## config.mk

```make
export PLATFORM = sky130hd
export DESIGN_NAME = addsub32
export DESIGN_NICKNAME = d
export VERILOG_FILES = /design/src/rtl/addsub32_pkg.sv /design/src/rtl/addsub32_full_adder.sv /design/src/rtl/addsub32.sv
export SDC_FILE = /design/constraint.sdc
export NUM_CORES = 1
export LEC_CHECK = 0
export CORE_MARGIN = 8
export CORE_UTILIZATION = 38
export CTS_CLUSTER_SIZE = 20
export DETAILED_ROUTE_END_ITERATION = 10
export GPL_ROUTABILITY_DRIVEN = 0
export PLACE_DENSITY_LB_ADDON = 0.05
export SLEW_MARGIN = 10
export SYNTH_ARGS = -nofsm -noshare
export SYNTH_HDL_FRONTEND = slang
export SYNTH_SLANG_ARGS = --single-unit
```

## constraint.sdc

```tcl
create_clock -name clk -period 0.8 [get_ports clk]
set_clock_uncertainty 0.1 [all_clocks]
set_input_delay 0.12 -clock clk [delete_from_list [all_inputs] [get_ports clk]]
set_output_delay 0.12 -clock clk [all_outputs]
set_load 0.01 [all_outputs]
```

## src/rtl/addsub32_pkg.sv

```systemverilog
// addsub32_pkg: shared width and opcode constants for the add/subtract core
package addsub32_pkg;
  localparam int WIDTH = 32;
  localparam logic [1:0] SEL_IDLE = 2'b00;
  localparam logic [1:0] SEL_ADD = 2'b01;
  localparam logic [1:0] SEL_SUB = 2'b10;
endpackage

```

## src/rtl/addsub32_full_adder.sv

```systemverilog
// full_adder: one-bit adder cell of the ripple chain
module full_adder (
  input  logic a,
  input  logic b,
  input  logic ci,
  output logic s,
  output logic co
);
  assign s = a ^ b ^ ci;
  assign co = (a & b) | (ci & (a ^ b));
endmodule

```

## src/rtl/addsub32.sv

```systemverilog
// addsub32: registered 32-bit add/subtract with carry, zero, overflow and negative flags
module addsub32
  import addsub32_pkg::*;
(
  input  logic             clk,
  input  logic             rst_n,
  input  logic [WIDTH-1:0] a,
  input  logic [WIDTH-1:0] b,
  input  logic [1:0]       sel,
  input  logic             cin,
  input  logic             bin,
  output logic [WIDTH-1:0] z,
  output logic             cout,
  output logic             bout,
  output logic             carry,
  output logic             zero,
  output logic             overflow,
  output logic             negative
);
  logic is_add, is_sub;
  logic [WIDTH-1:0] bx, s;
  logic [WIDTH:0] c;
  logic [WIDTH-1:0] z_d, z_q;
  logic cout_d, bout_d, carry_d, zero_d, ovf_d, neg_d;
  logic cout_q, bout_q, carry_q, zero_q, ovf_q, neg_q;
  assign is_add = sel == SEL_ADD;
  assign is_sub = sel == SEL_SUB;
  // subtract runs as a + ~b + ~bin, so the chain's carry-out is the inverted borrow
  assign bx = is_sub ? ~b : b;
  assign c[0] = is_sub ? ~bin : cin;
  for (genvar i = 0; i < WIDTH; i++) begin : g_fa
    full_adder u_fa (.a(a[i]), .b(bx[i]), .ci(c[i]), .s(s[i]), .co(c[i+1]));
  end
  always_comb begin
    z_d = (is_add || is_sub) ? s : '0;
    cout_d = is_add & c[WIDTH];
    bout_d = is_sub & ~c[WIDTH];
    carry_d = cout_d | bout_d;
    ovf_d = is_add ? (a[WIDTH-1] == b[WIDTH-1]) && (s[WIDTH-1] != a[WIDTH-1]) :
            is_sub ? (a[WIDTH-1] != b[WIDTH-1]) && (s[WIDTH-1] != a[WIDTH-1]) : 1'b0;
    zero_d = ~|z_d;
    neg_d = z_d[WIDTH-1];
  end
  always_ff @(posedge clk or negedge rst_n) begin
    if (!rst_n) begin
      z_q <= '0;
      cout_q <= 1'b0;
      bout_q <= 1'b0;
      carry_q <= 1'b0;
      zero_q <= 1'b0;
      ovf_q <= 1'b0;
      neg_q <= 1'b0;
    end else begin
      z_q <= z_d;
      cout_q <= cout_d;
      bout_q <= bout_d;
      carry_q <= carry_d;
      zero_q <= zero_d;
      ovf_q <= ovf_d;
      neg_q <= neg_d;
    end
  end
  assign z = z_q;
  assign cout = cout_q;
  assign bout = bout_q;
  assign carry = carry_q;
  assign zero = zero_q;
  assign overflow = ovf_q;
  assign negative = neg_q;
endmodule

```

==> run_results.csv <==
group,metric,value,unit
layout,finish.net_count,393,
synth,synth.area.top_cells,"sky130_fd_sc_hd__dfrtp_1 40%, sky130_fd_sc_hd__fa_1 27%, sky130_fd_sc_hd__xor2_1 11%, sky130_fd_sc_hd__nor2b_1 8.3%, sky130_fd_sc_hd__buf_6 1.9%",
routing,detailedRoute.firstIterationViolations,19,
synth,postSynthCellCount,172,
pwr,static-leakage-power,1.70,nW
routing,post_drt_via_cell_ratio,4.47,
setup_path,worstSetupPathDepth,41,
placement,preCtsSetupSlack,-13.00,ns
worst_hold_path,worst_hold_path.num_cells,3,
synth,synth_top_cell_area_share,39.7,%
routing,postRouteWirelength,6030,um
layout,antenna-diode-count,0,
setup_path,critical_path.top_delay_family,"adder cells",
floorplanning,core_region_area,5920,um2
timing,max_freq,0.0776,GHz
synth,avgSynthCellArea,13.5,um2
outcome,outcome,"complete, but fails checks",
layout,drive_above_1_share,42.8,%
floorplanning,die_y,94.3,um
routing,post-route-drc-count,0,
grt,largest_net_degree_at_the_start_of_global_routing,38,
timing,ratio_of_final_minimum_period_to_clock_period,1610,%
timing,hold_viol_final,0,
grt,grt_antenna_before_repair,0,
grt,grt_pass1_wl,9690,um
synth,synth-edff-count,0,
setup_path,critical_path.slowest_cell,"sky130_fd_sc_hd__fa_2",
placement,dpl.cell_count,355,
timing,rsz0062_at_grt,"true",
routing,firstDrtPassIters,4,
floorplanning,die_x_extent,94.3,um
timing,finalCriticalPeriod,12.88,ns
setup_path,buffers_and_inverters_on_the_worst_path,4,
setup_path,crit_path_start_kind,"input pin",
setup_path,maximum_fanout_along_the_worst_path,5,
timing,finalSetupViolCount,75,
synth,synth.cell_area,2330,um2
cts,tritoncts.num_buffers,5,
grt,global_route.usage.total,14.4,%
floorplanning,die_area,8890,um2
cts,cts.reportedPaths.clkPinSlew,0.09,ns
routing,drt.antenna.violating_nets,0,
cts,cts.root.buffer_cell,"sky130_fd_sc_hd__clkbuf_8",
synth,synth.distinct_cells,23,
timing,fin_worst_hold_slack,0.113,ns
setup_path,cp_common_cell,"sky130_fd_sc_hd__fa_2",
layout,syn_to_final_growth,64.2,%
floorplanning,initial_utilization,39.3,%
placement,final_hpwl_dp,5020,um
grt,grt_overflow,0,
grt,grt_pass1_vias,1958,
flow_run,maxCapViolCount,0,
synth,post_synth_net_total,276,
outcome,violations,"setup timing",
synth,synth-warning-count,0,
setup_path,timing.setup.critical_path_class,"input pin to flip-flop",
synth,synth.cells.most_frequent,"37 x sky130_fd_sc_hd__dfrtp_1, 32 x sky130_fd_sc_hd__fa_1, 31 x sky130_fd_sc_hd__nor2b_1",
synth,ys_async_sr_fraction,100,%
pwr,maximum_vdd_ir_drop,0.000819,V
cts,cts-htree-levels,2,
timing,slew_headroom,70.6,%
setup_path,crit_required,0.92,ns
setup_path,critPathArrivalTime,13.00,ns
cts,clock-sinks,37,
floorplanning,design.portCount,108,
layout,layout.cell_area.non_filler,3830,um2
setup_path,cp_slowest_stage_delay,0.47,ns
timing,fin_worst_setup_slack,-12.08,ns
pwr,p_total,6.96,mW
floorplanning,rows,28,
worst_hold_path,timing.hold.worst.class,"input pin to flip-flop",
synth,flip_flop_and_latch_count_after_synthesis,37,
synth,ys_seq_area_share,39.7,%
synth,synth-main-ff-cell,"sky130_fd_sc_hd__dfrtp_1",
routing,wire_per_inst,16.5,um
synth,synthMostInstantiatedCell,"sky130_fd_sc_hd__dfrtp_1",
routing,vias,1632,
cts,cts_tree,"done",
synth,synth_top_cell_by_area,"sky130_fd_sc_hd__dfrtp_1",
cts,cts_max_path_buffers,2,
placement,portBuffers,107,
pwr,power_density,1820,nW/um2
setup_path,crit_path_end_kind,"flip-flop",
layout,fin_cells,365,
placement,placed_area,3630,um2
timing,drv_slew,0,
timing,worst_tran_pin_value,0.437,ns
## worst min-delay path, cell delays in order
cell	delay, ns
sky130_fd_sc_hd__buf_6	0.08
sky130_fd_sc_hd__ha_4	0.15
sky130_fd_sc_hd__o21bai_1	0.12
## flip-flops by register name (all words and copies together), names as in the netlist
name      cells
negative      1
carry         1
cout          1
zero          1
overflow      1
bout          1
z            31
## final timing paths
check / slack (ns) / from / end
worst max-delay path: -12.08 / sel[0] / zero$_DFF_PN0_
worst min-delay path: 0.11 / sel[1] / zero$_DFF_PN0_
max in group asynchronous: 0.19 / rst_n / z[15]$_DFF_PN0_
min in group asynchronous: 0.21 / rst_n / z[14]$_DFF_PN0_
## routing by layer
metal  GRT usage [%]  vias to the layer above  wire [um]
met1            15.2                      792       2140
met4            4.23                        0         89
li1                -                      772          -
met2            25.7                       60       3260
met5               0                        -          0
met3            5.52                        8        546
## what timing repair did
action                                  in CTS  in global routing
buffers inserted                             0                  2
hold buffers                                 1                  0
endpoints found under the setup margin      75                 75
hold endpoints to repair                    37                  0
resized for setup                          188                 35
pin swaps                                    2                  5
## final cells by class
cell class	count	area (um2)
multi-input cells	121	1570
fillers	488	2090
flip-flops and latches	37	926
well taps	75	93.8
clock buffers	5	68.8
clock inverters	3	17.5
inverters	6	35.0
repair buffers	118	1110
## cells by family (layout without fill, tap and decap cells)
kind of cell | count (synthesis) | count (layout) | share of synthesized area [%]
AOI/OAI and AO/OA | 5 | 5 | 1.34
and+or+nand+nor | 50 | 50 | 14.4
buffers and inverters | 14 | 132 | 3.87
DFF | 37 | 37 | 39.7
xor gates and xnor gates | 32 | 32 | 12.0
adders and majority gates | 34 | 34 | 28.6
## through the flow
| stage | utilization, % | setup TNS, ns |
|---|---|---|
| after CTS | 61.6 | -267.17 |
| final | 64.6 | -264.17 |
| after global placement | 61.3 | -296.96 |
| after detailed placement | 61.3 | -299.51 |
| after floorplan | - | -264.44 |
| after global routing | 64.6 | -272.95 |
## placed cells by master, fill, tap and decap left out, types with 4 or more instances in the layout
cell and count:
sky130_fd_sc_hd__nor2b_1 12, sky130_fd_sc_hd__xor2_1 30, sky130_fd_sc_hd__buf_2 21, sky130_fd_sc_hd__buf_6 21, sky130_fd_sc_hd__dlygate4sd2_1 4, sky130_fd_sc_hd__buf_4 6, sky130_fd_sc_hd__nor2b_4 16, sky130_fd_sc_hd__clkdlybuf4s50_1 62
sky130_fd_sc_hd__fa_2 32, sky130_fd_sc_hd__dfrtp_1 37, sky130_fd_sc_hd__clkbuf_8 5, sky130_fd_sc_hd__nor4_1 5
## power breakdown
part	switching, mW	internal (mW)
sequential	0.127	2.21
clock	0.699	0.602
combinational	1.39	1.93
Note: power is estimated with default switching activity, not from simulation.
==> variant 1 (same flow settings) <==
Take the reset off `z_q` and load it in a clocked block of its own.
--- a/src/rtl/addsub32.sv
+++ b/src/rtl/addsub32.sv
@@ -44,5 +44,4 @@
   always_ff @(posedge clk or negedge rst_n) begin
     if (!rst_n) begin
-      z_q <= '0;
       cout_q <= 1'b0;
       bout_q <= 1'b0;
@@ -52,5 +51,4 @@
       neg_q <= 1'b0;
     end else begin
-      z_q <= z_d;
       cout_q <= cout_d;
       bout_q <= bout_d;
@@ -60,4 +58,8 @@
       neg_q <= neg_d;
     end
+  end
+
+  always_ff @(posedge clk) begin
+    z_q <= z_d;
   end
   assign z = z_q;
Check against the original RTL: not equivalent (Yosys sat finds a counterexample within 4 cycles, from zero or initial values and one cycle with rst_n low).
==> variant 1 against the unedited design <==
  * Setup slack better by 0.14 ns
  * Sequential cell count is 1 higher
  * Area after synthesis fell by 6.1%
  * Routed wire length fell by 11%
  * Design area is 5.1% lower
  * Total power is 2.1% lower
  * Non-clock buffer count rose by 1
  * The flow finishes with violations (negative hold slack, negative setup slack)
  * Global-route usage decreased by 1.2 points
  * Worst hold slack worse by 0.14 ns
==> variant 1: results (changes against the unedited design) <==
drt:
  vias: 1573  # -3.6%
  first_iter_violations: 49  # +30
  viasPerCell: 4.32  # -3.4%
  wl_mm: 5.35  # -11%
  dr.pass1.iters: 4  # unchanged
layout:
  drive_above_1_share_pct: 43.2  # +0.39 points
  diodes: 0  # unchanged
  finalNetCount: 395  # +0.51%
  largest_reg_flops: 32  # +3.2%
yosys:
  seq_area_frac_synth_pct: 36.2  # -3.6 points
  netlist_top_cells_count: "32 x dfxtp_1, 32 x fa_1, 31 x nor2b_1, 30 x xor2_1"
  ys_top_cells_by_area: "dfxtp_1 29%, fa_1 29%, xor2_1 12%, nor2b_1 8.9%, dfrtp_1 6.9%"
  synthAdderAreaFrac_pct: 30.4  # +1.9 points
  synth_top_family_by_area: "adder cells"
  synth_compound_area_share_pct: 1.43  # +0.088 points
  synth_xor_xnor_area_share_pct: 12.8  # +0.78 points
  yosysWarnings: 0  # unchanged
  synthArstFlopShare_pct: 15.8  # -84 points
  synthMuxAreaShare_pct: 0  # unchanged
  ys_types: 23  # unchanged
  syn_nets: 276  # unchanged
  synth_ff_type: "dfxtp_1"
power:
  ir_drop_v: 0.000784  # -4.4%
  power.leakage_nw: 1.54  # -9.5%
  p_switching_w: 0.00202  # -8.6%
  p_seq_w: 0.00239  # +2%
grt:
  grt_pass1_wl_mm: 8.87  # -8.5%
  grt_pass1_vias: 1864  # -4.8%
  grt_max_degree: 33  # -13%
  grt_antenna_before_repair: 0  # unchanged
  grt_use_total_pct: 13.1  # -1.2 points
critical_path:
  crit_fanout: 4  # -1
  cp_top_family: "adder cells"
  cp.arrival_ns: 12.84  # -0.16 ns
  cpPeakStageDelay_ns: 0.45  # -0.02 ns
placed_design:
  portBuffers: 107  # unchanged
  placed_cells: 355  # unchanged
  dp_slack_ns: -12.96  # +0.0404 ns
  post-dp-hpwl_mm: 4.55  # -9.2%
timing:
  finalHoldViolCount: 6  # +6
  setup_viol: 76  # +1.3%
  relSlewSlack_pct: 67.6  # -3.0 points
  finalHoldWorstSlack_ns: -0.0297  # -0.143 ns
  fin_ws_ns: -11.94  # +0.143 ns
status:
  violations: "negative hold slack, negative setup slack"
  status: "finished, violations left"
hold_path:
  hp-class: "in2async"
clock_tree:
  clock_path_buffers: 2  # unchanged
  clk_pin_slew_worst_paths_ns: 0.07  # -0.02 ns
-- variant 1: changes by cell type after synthesis --
cell     delta
buf_4       -1
dfrtp_1    -31
dfxtp_1    +32
-- variant 1: metal layers --
metal / vias to the layer above / routed length (um) / GRT usage, %
li1: 770 / - / -
met4: 0 / 87 / 4.43
met2: 69 / 2670 / 22.2
met5: - / 0 / 0
met1: 726 / 2050 / 14.2
met3: 8 / 545 / 6.11
-- variant 1: worst paths after layout --
check / slack, ns / depth (start not counted) / from / end
setup / recovery: -11.94 / 41 / sel[0] / zero$_DFF_PN0_
hold / removal: -0.03 / 1 / rst_n / negative$_DFF_PN0_
max in group asynchronous: 0.42 / 1 / rst_n / zero$_DFF_PN0_
min in group clk: 0.11 / 3 / sel[1] / negative$_DFF_PN0_
-- variant 1: stage by stage --
step	total power (W)	TNS (ns)	hold WS, ns	utilization [%]	area [sq um]
after floorplan	0.00391	-276.05	-0.276	-	2310
after global placement	0.00548	-308.76	0.279	63.6	3520
after CTS	0.00665	-273.53	-0.0315	63.1	3490
after detailed placement	0.00552	-309.98	0.279	63.6	3520
final	0.00682	-270.80	-0.0297	65.5	3630
after global routing	0.00732	-281.15	-0.0136	65.5	3630
-- variant 1: layout make-up --
| type | instances | area, sq um |
|---|---|---|
| clock inverter | 1 | 5.00 |
| fill | 451 | 1910 |
| inverter | 6 | 35.0 |
| timing repair buffer | 119 | 1090 |
| clock buffer | 7 | 86.3 |
| tap | 72 | 90.1 |
| multi-input combinational | 121 | 1520 |
| sequential | 38 | 803 |
-- variant 1: repair_timing --
action / 4_1_cts / 5_1_grt
setup buffers: 1 / 1
pin swaps: 1 / 2
endpoints found under the setup margin: 76 / 76
endpoints found under the hold margin: 6 / 6
cloned: 0 / 0
resized for setup: 183 / 33
==> variant 2 (same settings) <==
Without the edit above. `WIDTH`: 32 -> 64.
--- a/src/rtl/addsub32_pkg.sv
+++ b/src/rtl/addsub32_pkg.sv
@@ -1,5 +1,5 @@
 // addsub32_pkg: shared width and opcode constants for the add/subtract core
 package addsub32_pkg;
-  localparam int WIDTH = 32;
+  localparam int WIDTH = 64;
   localparam logic [1:0] SEL_IDLE = 2'b00;
   localparam logic [1:0] SEL_ADD = 2'b01;
Ports: changed (resized a, b and z); port bits go from 108 to 204. The function was not compared with the original's and may differ.
==> variant 2 against the unedited design <==
  * The run still ends with negative setup slack left
  * Routed wire length increased by 110%
  * Design area is 91% higher
  * Area after synthesis rose by 88%
  * Setup slack lost 12 ns
  * Critical endpoint unchanged
  * Total power is 110% higher
  * Final cell count increased by 87%
  * Count of clock-buffer cells in the layout increased by 5
  * First-iteration DRC count rose to 4.2 times the old value
  * Largest power group unchanged
  * Sequential cell count rose by 32
  * Highest routed layer unchanged
==> variant 2: results (changes against the unedited design) <==
layout:
  finalNetCount: 734  # +87%
  layout.cells.non_filler: 681  # +87%
  fillers: 900  # +84%
  largest_reg_flops: 63  # +100%
status:
  status: "finished, violations left"
  violations: "negative setup slack"
hold_path:
  hp-class: "in2async"
timing:
  finalHoldWorstSlack_ns: 0.0545  # -0.0589 ns
  worstMarginPinSlew_ns: 0.708  # +0.272 ns
  setup_viol: 139  # +85%
  tns_ns: -917.79  # -653.62 ns
  fin_ws_ns: -24.32  # -12.24 ns
grt:
  grt_pass1_wl_mm: 19.6  # +100%
  grt_use_total_pct: 17.2  # +2.8 points
  grt_max_degree: 44  # +16%
clock_tree:
  cts_buffers: 9  # +4
  cts.htree.levels: 3  # +1
  clk_pin_slew_worst_paths_ns: 0.06  # -0.03 ns
  root_buffer: "clkbuf_16"
yosys:
  netlist_top_cells_count: "69 x dfrtp_1, 64 x fa_1, 63 x nor2b_1, 62 x xor2_1, 9 x nor4_1"
  seq_area_frac_synth_pct: 39.5  # -0.23 points
  avgSynthCellArea_sq_um: 13.7  # +1.1%
  ys_top_cells_by_area: "dfrtp_1 40%, fa_1 29%, xor2_1 12%, nor2b_1 9.0%, nor4_2 1.4%"
  syn_nets: 519  # +88%
  ys_types: 25  # +8.7%
placed_design:
  placed_cells: 663  # +87%
  post-dp-hpwl_mm: 10.6  # +110%
  dp_slack_ns: -25.40  # -12.40 ns
  portBuffers: 203  # +90%
  postPlaceCellArea_sq_um: 6840  # +88%
drt:
  first_iter_violations: 79  # +60
  wire_per_inst_um: 18.8  # +14%
  vias: 3118  # +91%
critical_path:
  cp.arrival_ns: 25.25  # +12.25 ns
  slowest_stage: "fa_2"
  cpPeakStageDelay_ns: 0.50  # +0.03 ns
  crit_fanout: 3  # -2
power:
  ir_drop_v: 0.000923  # +13%
  power.leakage_nw: 3.22  # +89%
## variant 2: path summary, 6_finish.rpt
check / startpoint / end / depth (start not counted)
max in group asynchronous: rst_n / z[49]$_DFF_PN0_ / 3
min in group clk: sel[1] / z[4]$_DFF_PN0_ / 4
max: sel[0] / zero$_DFF_PN0_ / 73
min: rst_n / z[12]$_DFF_PN0_ / 2
## variant 2: repair_timing
action / in CTS / in global routing
pin swaps: 6 / 8
hold buffers: 1 / 0
buffers inserted: 1 / 1
resized for setup: 343 / 59
setup endpoints to repair: 139 / 139
hold endpoints to repair: 69 / 0
## variant 2: cells by family (layout without fill, tap and decap cells)
kind of cell	Yosys count	count (layout)	share of synthesized area, %
AOI/OAI and AO/OA	4	4	0.802
xor gates and xnor gates	64	64	12.8
buffers and inverters	24	243	2.81
adders and majority gates	66	66	29.9
muxes	1	1	0.229
DFF	69	69	39.5
and+or+nand+nor	91	91	13.9
## variant 2: layout make-up
cell class | instances | area [sq um] | share of cell area (%)
Inverter | 8 | 42.5 | 0.581
Clock inverter | 5 | 52.6 | 0.718
Sequential cell | 69 | 1730 | 23.6
Timing Repair Buffer | 220 | 2140 | 29.3
Clock buffer | 10 | 229 | 3.13
Tap cell | 143 | 179 | 2.44
Multi-Input combinational cell | 226 | 2950 | 40.3
## variant 2: report_power, final
group	total (W)	switching [W]	internal (W)
Combinational	0.00651	0.00273	0.00377
Sequential	0.00445	0.000278	0.00417
Clock	0.00384	0.00146	0.00238
Total	0.0148	0.00447	0.0103
## variant 2: per-layer routing
layer  GRT usage (%)  vias up  share of wire, %
met4            5.49        0               1.1
li1                -     1424                 -
met1            19.1     1570                37
met3            6.03        9               8.8
met5               0        -                 0
met2            30.1      115                53
